## config.mk

```make
export PLATFORM = sky130hd
export DESIGN_NAME = kmap_sweep_ctrl
export DESIGN_NICKNAME = d
export VERILOG_FILES = /design/src/rtl/kmap_sweep_ctrl.sv
export SDC_FILE = /design/constraint.sdc
export NUM_CORES = 1
export LEC_CHECK = 0
export CORE_ASPECT_RATIO = 1.1
export CORE_UTILIZATION = 35
export CTS_CLUSTER_DIAMETER = 150
export DETAILED_ROUTE_END_ITERATION = 16
export PLACE_DENSITY = 0.63
export SLEW_MARGIN = 20
export SYNTH_ARGS = -nofsm -noshare
export SYNTH_HDL_FRONTEND = slang
export SYNTH_SLANG_ARGS = --single-unit
```

## constraint.sdc

```tcl
create_clock -name clk -period 4.69 [get_ports clk]
set_input_delay 0.938 -clock clk [delete_from_list [all_inputs] [get_ports clk]]
set_output_delay 0.938 -clock clk [all_outputs]
set_load 0.01 [all_outputs]
```

## src/rtl/kmap_sweep_ctrl.sv

```systemverilog
// kmap_sweep_ctrl
// Sweeps the select inputs of a combinational K-map unit through every
// minterm index. It waits a programmable settle time before each sample,
// then captures the truth table, counts its ones and compares the result
// against a golden mask.
//
// Ports:
//   clk       system clock, rising edge
//   rst       synchronous, active-high reset
//   start     request a sweep (honoured only in IDLE)
//   expected  golden minterm mask, latched when start is accepted
//   abc_out   function select inputs (MSB = a, LSB = c)
//   f_in      function output returned from the K-map unit
//   busy      high from the cycle after start is accepted through DONE
//   done      one-cycle completion pulse
//   match     minterms == latched expected
//   minterms  captured truth table, bit i = f at abc_out == i
//   ones_cnt  popcount of minterms
//
// Optional build macro KMAP_SWEEP_ERRLOG_EN adds three outputs:
//   err_cnt        number of indices where f_in != expected[idx]
//   first_err_idx  lowest mismatching index
//   err_valid      at least one mismatch
//
// state  | meaning
// IDLE   | waiting for start; abc_out = 0
// SETTLE | index driven, waiting SETTLE_CYCLES before sampling
// SAMPLE | capture f_in for the current index
// DONE   | results visible, done pulse
module kmap_sweep_ctrl #(
    parameter int N_VARS        = 3,
    parameter int SETTLE_CYCLES = 1
) (
    input  logic                   clk,
    input  logic                   rst,
    input  logic                   start,
    input  logic [2**N_VARS-1:0]   expected,
    output logic [N_VARS-1:0]      abc_out,
    input  logic                   f_in,
    output logic                   busy,
    output logic                   done,
    output logic                   match,
    output logic [2**N_VARS-1:0]   minterms,
    output logic [N_VARS:0]        ones_cnt
`ifdef KMAP_SWEEP_ERRLOG_EN
    ,
    output logic [N_VARS:0]        err_cnt,
    output logic [N_VARS-1:0]      first_err_idx,
    output logic                   err_valid
`endif
);

    localparam int W = 2**N_VARS;
    localparam logic [N_VARS-1:0] IDX_LAST    = N_VARS'(W - 1);
    localparam logic [3:0]        SETTLE_LOAD = 4'(SETTLE_CYCLES);

    localparam logic [1:0] S_IDLE   = 2'd0;
    localparam logic [1:0] S_SETTLE = 2'd1;
    localparam logic [1:0] S_SAMPLE = 2'd2;
    localparam logic [1:0] S_DONE   = 2'd3;

    logic [1:0]        state_q;
    logic [N_VARS-1:0] idx_q;
    logic [3:0]        settle_cnt_q;
    logic [W-1:0]      exp_q;
    logic [W-1:0]      shadow_q;
    logic [N_VARS:0]   shadow_cnt_q;
    logic [W-1:0]      shadow_nxt;
    logic [N_VARS:0]   shadow_cnt_nxt;

    // Next shadow values include the current sample so the final SAMPLE
    // can publish complete results for the DONE cycle.
    always_comb begin
        shadow_nxt        = shadow_q;
        shadow_nxt[idx_q] = f_in;
        shadow_cnt_nxt    = shadow_cnt_q + {{N_VARS{1'b0}}, f_in};
    end

`ifdef KMAP_SWEEP_ERRLOG_EN
    logic [N_VARS:0]   err_cnt_q;
    logic [N_VARS-1:0] first_err_q;
    logic              err_seen_q;
    logic              mis;
    logic [N_VARS:0]   err_cnt_nxt;
    logic [N_VARS-1:0] first_err_nxt;
    logic              err_seen_nxt;

    // Indices are visited in ascending order, so the first mismatch seen
    // is the lowest one.
    always_comb begin
        mis           = f_in ^ exp_q[idx_q];
        err_cnt_nxt   = err_cnt_q + {{N_VARS{1'b0}}, mis};
        first_err_nxt = (mis && !err_seen_q) ? idx_q : first_err_q;
        err_seen_nxt  = err_seen_q | mis;
    end
`endif

    assign busy    = (state_q != S_IDLE);
    assign done    = (state_q == S_DONE);
    assign abc_out = (state_q == S_SETTLE || state_q == S_SAMPLE) ? idx_q : '0;

    always_ff @(posedge clk) begin
        if (rst) begin
            state_q      <= S_IDLE;
            idx_q        <= '0;
            settle_cnt_q <= '0;
            exp_q        <= '0;
            shadow_q     <= '0;
            shadow_cnt_q <= '0;
            minterms     <= '0;
            ones_cnt     <= '0;
            match        <= 1'b0;
`ifdef KMAP_SWEEP_ERRLOG_EN
            err_cnt_q     <= '0;
            first_err_q   <= '0;
            err_seen_q    <= 1'b0;
            err_cnt       <= '0;
            first_err_idx <= '0;
            err_valid     <= 1'b0;
`endif
        end else begin
            case (state_q)
                S_IDLE: begin
                    if (start) begin
                        exp_q        <= expected;
                        idx_q        <= '0;
                        shadow_q     <= '0;
                        shadow_cnt_q <= '0;
                        settle_cnt_q <= SETTLE_LOAD;
`ifdef KMAP_SWEEP_ERRLOG_EN
                        err_cnt_q    <= '0;
                        first_err_q  <= '0;
                        err_seen_q   <= 1'b0;
`endif
                        state_q <= (SETTLE_CYCLES == 0) ? S_SAMPLE : S_SETTLE;
                    end
                end
                S_SETTLE: begin
                    settle_cnt_q <= settle_cnt_q - 4'd1;
                    if (settle_cnt_q == 4'd1) begin
                        state_q <= S_SAMPLE;
                    end
                end
                S_SAMPLE: begin
                    shadow_q     <= shadow_nxt;
                    shadow_cnt_q <= shadow_cnt_nxt;
`ifdef KMAP_SWEEP_ERRLOG_EN
                    err_cnt_q    <= err_cnt_nxt;
                    first_err_q  <= first_err_nxt;
                    err_seen_q   <= err_seen_nxt;
`endif
                    if (idx_q == IDX_LAST) begin
                        minterms <= shadow_nxt;
                        ones_cnt <= shadow_cnt_nxt;
                        match    <= (shadow_nxt == exp_q);
`ifdef KMAP_SWEEP_ERRLOG_EN
                        err_cnt       <= err_cnt_nxt;
                        first_err_idx <= first_err_nxt;
                        err_valid     <= err_seen_nxt;
`endif
                        state_q <= S_DONE;
                    end else begin
                        idx_q        <= idx_q + N_VARS'(1);
                        settle_cnt_q <= SETTLE_LOAD;
                        state_q <= (SETTLE_CYCLES == 0) ? S_SAMPLE : S_SETTLE;
                    end
                end
                default: begin
                    state_q <= S_IDLE;
                end
            endcase
        end
    end

endmodule
```

======== After elaboration in Yosys (flattened, before gate mapping) ========
Cells that the tools add are included.
storage, ports and cells
  logic and storage cells ................. 53
  register bits ........................... 42
  latch bits .............................. 0
  input port bits ......................... 12
  memories ................................ 0
  memory bits (read-only) ................. 0
  output and inout port bits .............. 18
  bits in writable memories ............... 0
cells by class
  add/subtract/negate cells ............... 3
  bitwise gates (word level) .............. 0
  multiply operators ...................... 0
  shift-type cells ........................ 0
  order comparisons ....................... 2
  div/mod/pow operators ................... 0
  equal/unequal tests ..................... 9
  mux-type cells .......................... 18
  reduce and logical (&&, ||, !) cells .... 12
operator list
  cell                   number
  $pmux W8 S2            1
  $mux W4                3
  $pmux W4 S3            1
  $mux W3                3
  $bwmux W8              1
  $eq A8 B8 Y1           1
  $mux W8                1
  $pmux W4 S2            1
  $reduce_and A2 Y1      4
  $mux W2                3
  $pmux W2 S3            1
  $pmux W3 S2            1
  $reduce_and A3 Y1      2
  $add A4 B1 Y4          1
  $eq A2 B2 Y1 const B   2
  $eq A4 B1 Y1 const B   1
  $lt A3 B4 Y1 const B   1
  $ne A2 B2 Y1 const B   2
  $reduce_bool A2 Y1     2
  $sub A4 B1 Y4 const B  1
  $add A3 B1 Y3 const B  1
  $demux W1 S3           1
  $eq A3 B3 Y1 const B   1
  $ge A3 B1 Y1 const B   1
  7 further kinds        7

======== Longest topological paths before layout ========
  depth after elaboration ................. 6
  mapped depth ............................ 8

======== Worst setup path before layout ========
No wires, ideal clock.
  kind .................................... input -> register
  start point ............................. input port start
  end point ............................... register settle_cnt_q[3]
  setup slack ............................. 2.743 ns
  cell stages on the path ................. 7
  data arrival time ....................... 1.820 ns
  path buffers ............................ 2
  cells stage by stage .................... buf_2 -> nand2b_1 -> and3b_1 -> buf_2 -> o21ai_0 -> a32oi_1 -> nor2_1
on the way
  word-level cells in the longest chain between the ends .. 2
RTL lines
  element                      RTL line  RTL
  start, declared              36        input logic start,
  $ne A2 B2 Y1 (no line)       --
  $reduce_and A3 Y1 (no line)  --
  end signal, assigned         139       settle_cnt_q <= settle_cnt_q - 4'd1;
  end, declared                64        logic [3:0] settle_cnt_q;
Every way passes these cells.
A chain may end at the register's enable or synchronous reset.

======== Final worst setup path ========
  start point ............................. register state_q[0]
  end point ............................... output port busy
on the way
  word-level cells in the longest chain between the ends .. 1
RTL lines
  element                 RTL line  RTL
  start, declared         62        logic [1:0] state_q;
  start signal, assigned  135       state_q <= (SETTLE_CYCLES == 0) ? S_SAMPLE : S_SETTLE;
  start signal, assigned  165       state_q <= (SETTLE_CYCLES == 0) ? S_SAMPLE : S_SETTLE;
  $reduce_bool A2 Y1      98        assign busy = (state_q != S_IDLE);
  end, declared           40        output logic busy,
Every way passes these cells.

==> metrics.cfg <==
[drt]
drt-met1-wl_um = 2340
routed.top_layer = met4
antenna_left = 0
drtPass1Iterations = 4
drtIter0Drc = 108
wirelength_um = 4890
routedWlPerCell_um = 13.5
vias = 1864
via_per_inst = 5.15
wl_met3_um = 240
met2_length_um = 2240
drcViolationCount = 0

[critical_path]
criticalPathCategory = reg -> out
crit_fanout = 12
required_ns = 3.75
start_kind = flip-flop
worstPathArrival_ns = 1.86
worst_setup_path_end_kind = primary output

[clock_network]
post_cts_resized = 0
cts_setup_buffers = 0
numCtsBuffers = 5
clk_path_buf_depth = 2
cts_hold_buf = 0
cts_tree = yes
cts_sinks = 42
htree_levels = 2
path_clk_slew_ns = 0.08
insertion_delay_ns = 0.29
root_buffer = clkbuf_8

[yosys]
ys_types = 46
ys_ff_latch = 42
syn_nets = 285
synth_top_area_share_pct = 37.5
synth_cells = 263
yosysWarnings = 0
async_flop_share_pct = 0
ys.flop_type = dfxtp_1
synthTopCellsByArea = dfxtp_1 38%, ha_1 5.6%, nor2_1 5.5%
synth_seq_area_share_pct = 37.5
ys_top_cells_by_count = 42 x dfxtp_1, 33 x nor2_1, 23 x nand2_1
synth_top_cell_by_area = dfxtp_1
syn-cell-area_sq_mm = 0.00224
synth_edf_count = 0
synth.avg_cell_area_sq_um = 8.52
yosysMostFrequentCell = dfxtp_1

[global_route]
grt_max_degree = 44
track_usage_pct = 15.5
grt_antenna_before_repair = 0
grt-ovfl-total = 0
grt_pass1_vias = 1667
grt_pass1_wl_um = 8030

[pwr]
total_power_uw = 935
power.leakage_uw = 0.000919
powerDensity_mw_per_mm2 = 354
peakVddDrop_mv = 0.193

[layout]
drive_gt1_share_pct = 6.38
n_fill_cell = 647
fin_nets = 303
area_delta_synth_final_pct = 17.8
n_antenna_cell = 0

[die]
dieHeight_um = 85.9
coreArea_sq_mm = 0.00616
initial_utilization_pct = 36.4
die_area_sq_mm = 0.00672
die_x_um = 78.3
rows = 30
io_pins = 30

[worst_hold_path]
min_path_type = reg -> reg

[sta]
skew_ns = 0.00892
rsz0062_at_grt = no
setup_viol = 0
worst_slew_pin_slew_ns = 0.775
max_freq_mhz = 357
fin_tns_setup_ns = 0
period_share_pct = 59.7
whs_ns = 0.462
finalHoldViolations = 0
fin_crit_ns = 2.80
slew_headroom_pct = 48.3
maxSlewViolCount = 0

[placement]
gp_congestion = 0.765
io_buffers = 29
hpwl_um = 3400

[run]
maxCapViolations = 0

[status]
status = finished, final reports clean

cells in the final DEF, fill, tap and decap left out, drive strengths merged, types with 2 or more instances in the layout:
| cell type | Yosys | final |
|---|---|---|
| o31ai | 2 | 2 |
| clkinv | 0 | 2 |
| clkdlybuf4s50 | 0 | 29 |
| and2 | 5 | 5 |
| ha | 10 | 10 |
| o21ai | 11 | 11 |
| o22ai | 2 | 2 |
| a311oi | 3 | 3 |
| nand3b | 4 | 4 |
| nor3b | 9 | 9 |
| inv | 11 | 11 |
| a22oi | 11 | 11 |
| and3b | 2 | 2 |
| nand2 | 24 | 24 |
| nand4 | 2 | 2 |
| mux2i | 8 | 8 |
| dfxtp | 42 | 42 |
| nand2b | 2 | 2 |
| and3 | 3 | 3 |
| xnor2 | 5 | 5 |
| a32oi | 2 | 2 |
| nor2 | 33 | 33 |
| xor2 | 4 | 4 |
| a211oi | 12 | 12 |
| nand3 | 9 | 9 |
| nor3 | 5 | 5 |
| a21oi | 15 | 15 |
| clkbuf | 8 | 5 |
path summary, 6_finish.rpt:
path	cells after the start	startpoint	slack, ns	end
setup reg to reg	5	idx_q[0]	2.48	minterms[5]
hold reg to reg	2	ones_cnt[0]	0.46	ones_cnt[0]
hold / removal	2	ones_cnt[0]	0.46	ones_cnt[0]
setup / recovery	4	state_q[0]	1.89	busy
sequential cells by signal, summed over array words and instances (netlist names):
name / flops
state_q: 2
shadow_cnt_q: 4
minterms: 8
settle_cnt_q: 4
idx_q: 3
shadow_q: 8
match: 1
ones_cnt: 4
exp_q: 8
kinds of logic after synthesis:
kind of cell               after synthesis  synth area share, %
and+or+nand+nor                        101                 23.8
AOI/OAI and AO/OA                       63                 19.3
DFF                                     42                 37.5
buffers and inverters                   30                 6.65
adders and majority gates               10                 5.59
xor gates and xnor gates                 9                 3.52
muxes                                    8                 3.58
per-layer routing:
| metal | global-route usage (%) | vias up |
|---|---|---|
| met1 | 20.9 | 852 |
| li1 | - | 963 |
| met3 | 2.87 | 4 |
| met2 | 24.2 | 45 |
| met4 | 6.57 | 0 |
| met5 | 0 | - |
layout make-up:
type / count / area (sq um) / share of cell area [%]
clock buffer: 5 / 68.8 / 2.61
clock inverter: 3 / 40.0 / 1.52
inverter: 11 / 41.3 / 1.56
multi-input combinational: 191 / 1250 / 47.4
sequential: 42 / 841 / 31.9
tap: 80 / 100 / 3.79
timing repair buffer: 30 / 298 / 11.3
through the flow:
stage	instances	utilization (%)	setup slack (ns)	cell area [sq um]
detailed placement	354	41.1	1.82	2530
CTS	362	42.9	1.87	2640
global route	362	42.9	1.77	2640
global placement	354	41.1	1.83	2530
finish	362	42.9	1.89	2640
floorplan	263	-	2.74	2240
power by group:
group | total, uW | internal [uW] | switching, uW
clock | 281 | 157 | 124
combinational | 243 | 95.8 | 148
sequential | 411 | 380 | 31.2
critical path, stage by stage (launching register included):
cell and delay (ns):
dfxtp_1 0.42, inv_1 0.09, ha_1 0.35, inv_1 0.16
clkdlybuf4s50_1 0.55
Note: power is estimated with default switching activity, not from simulation.
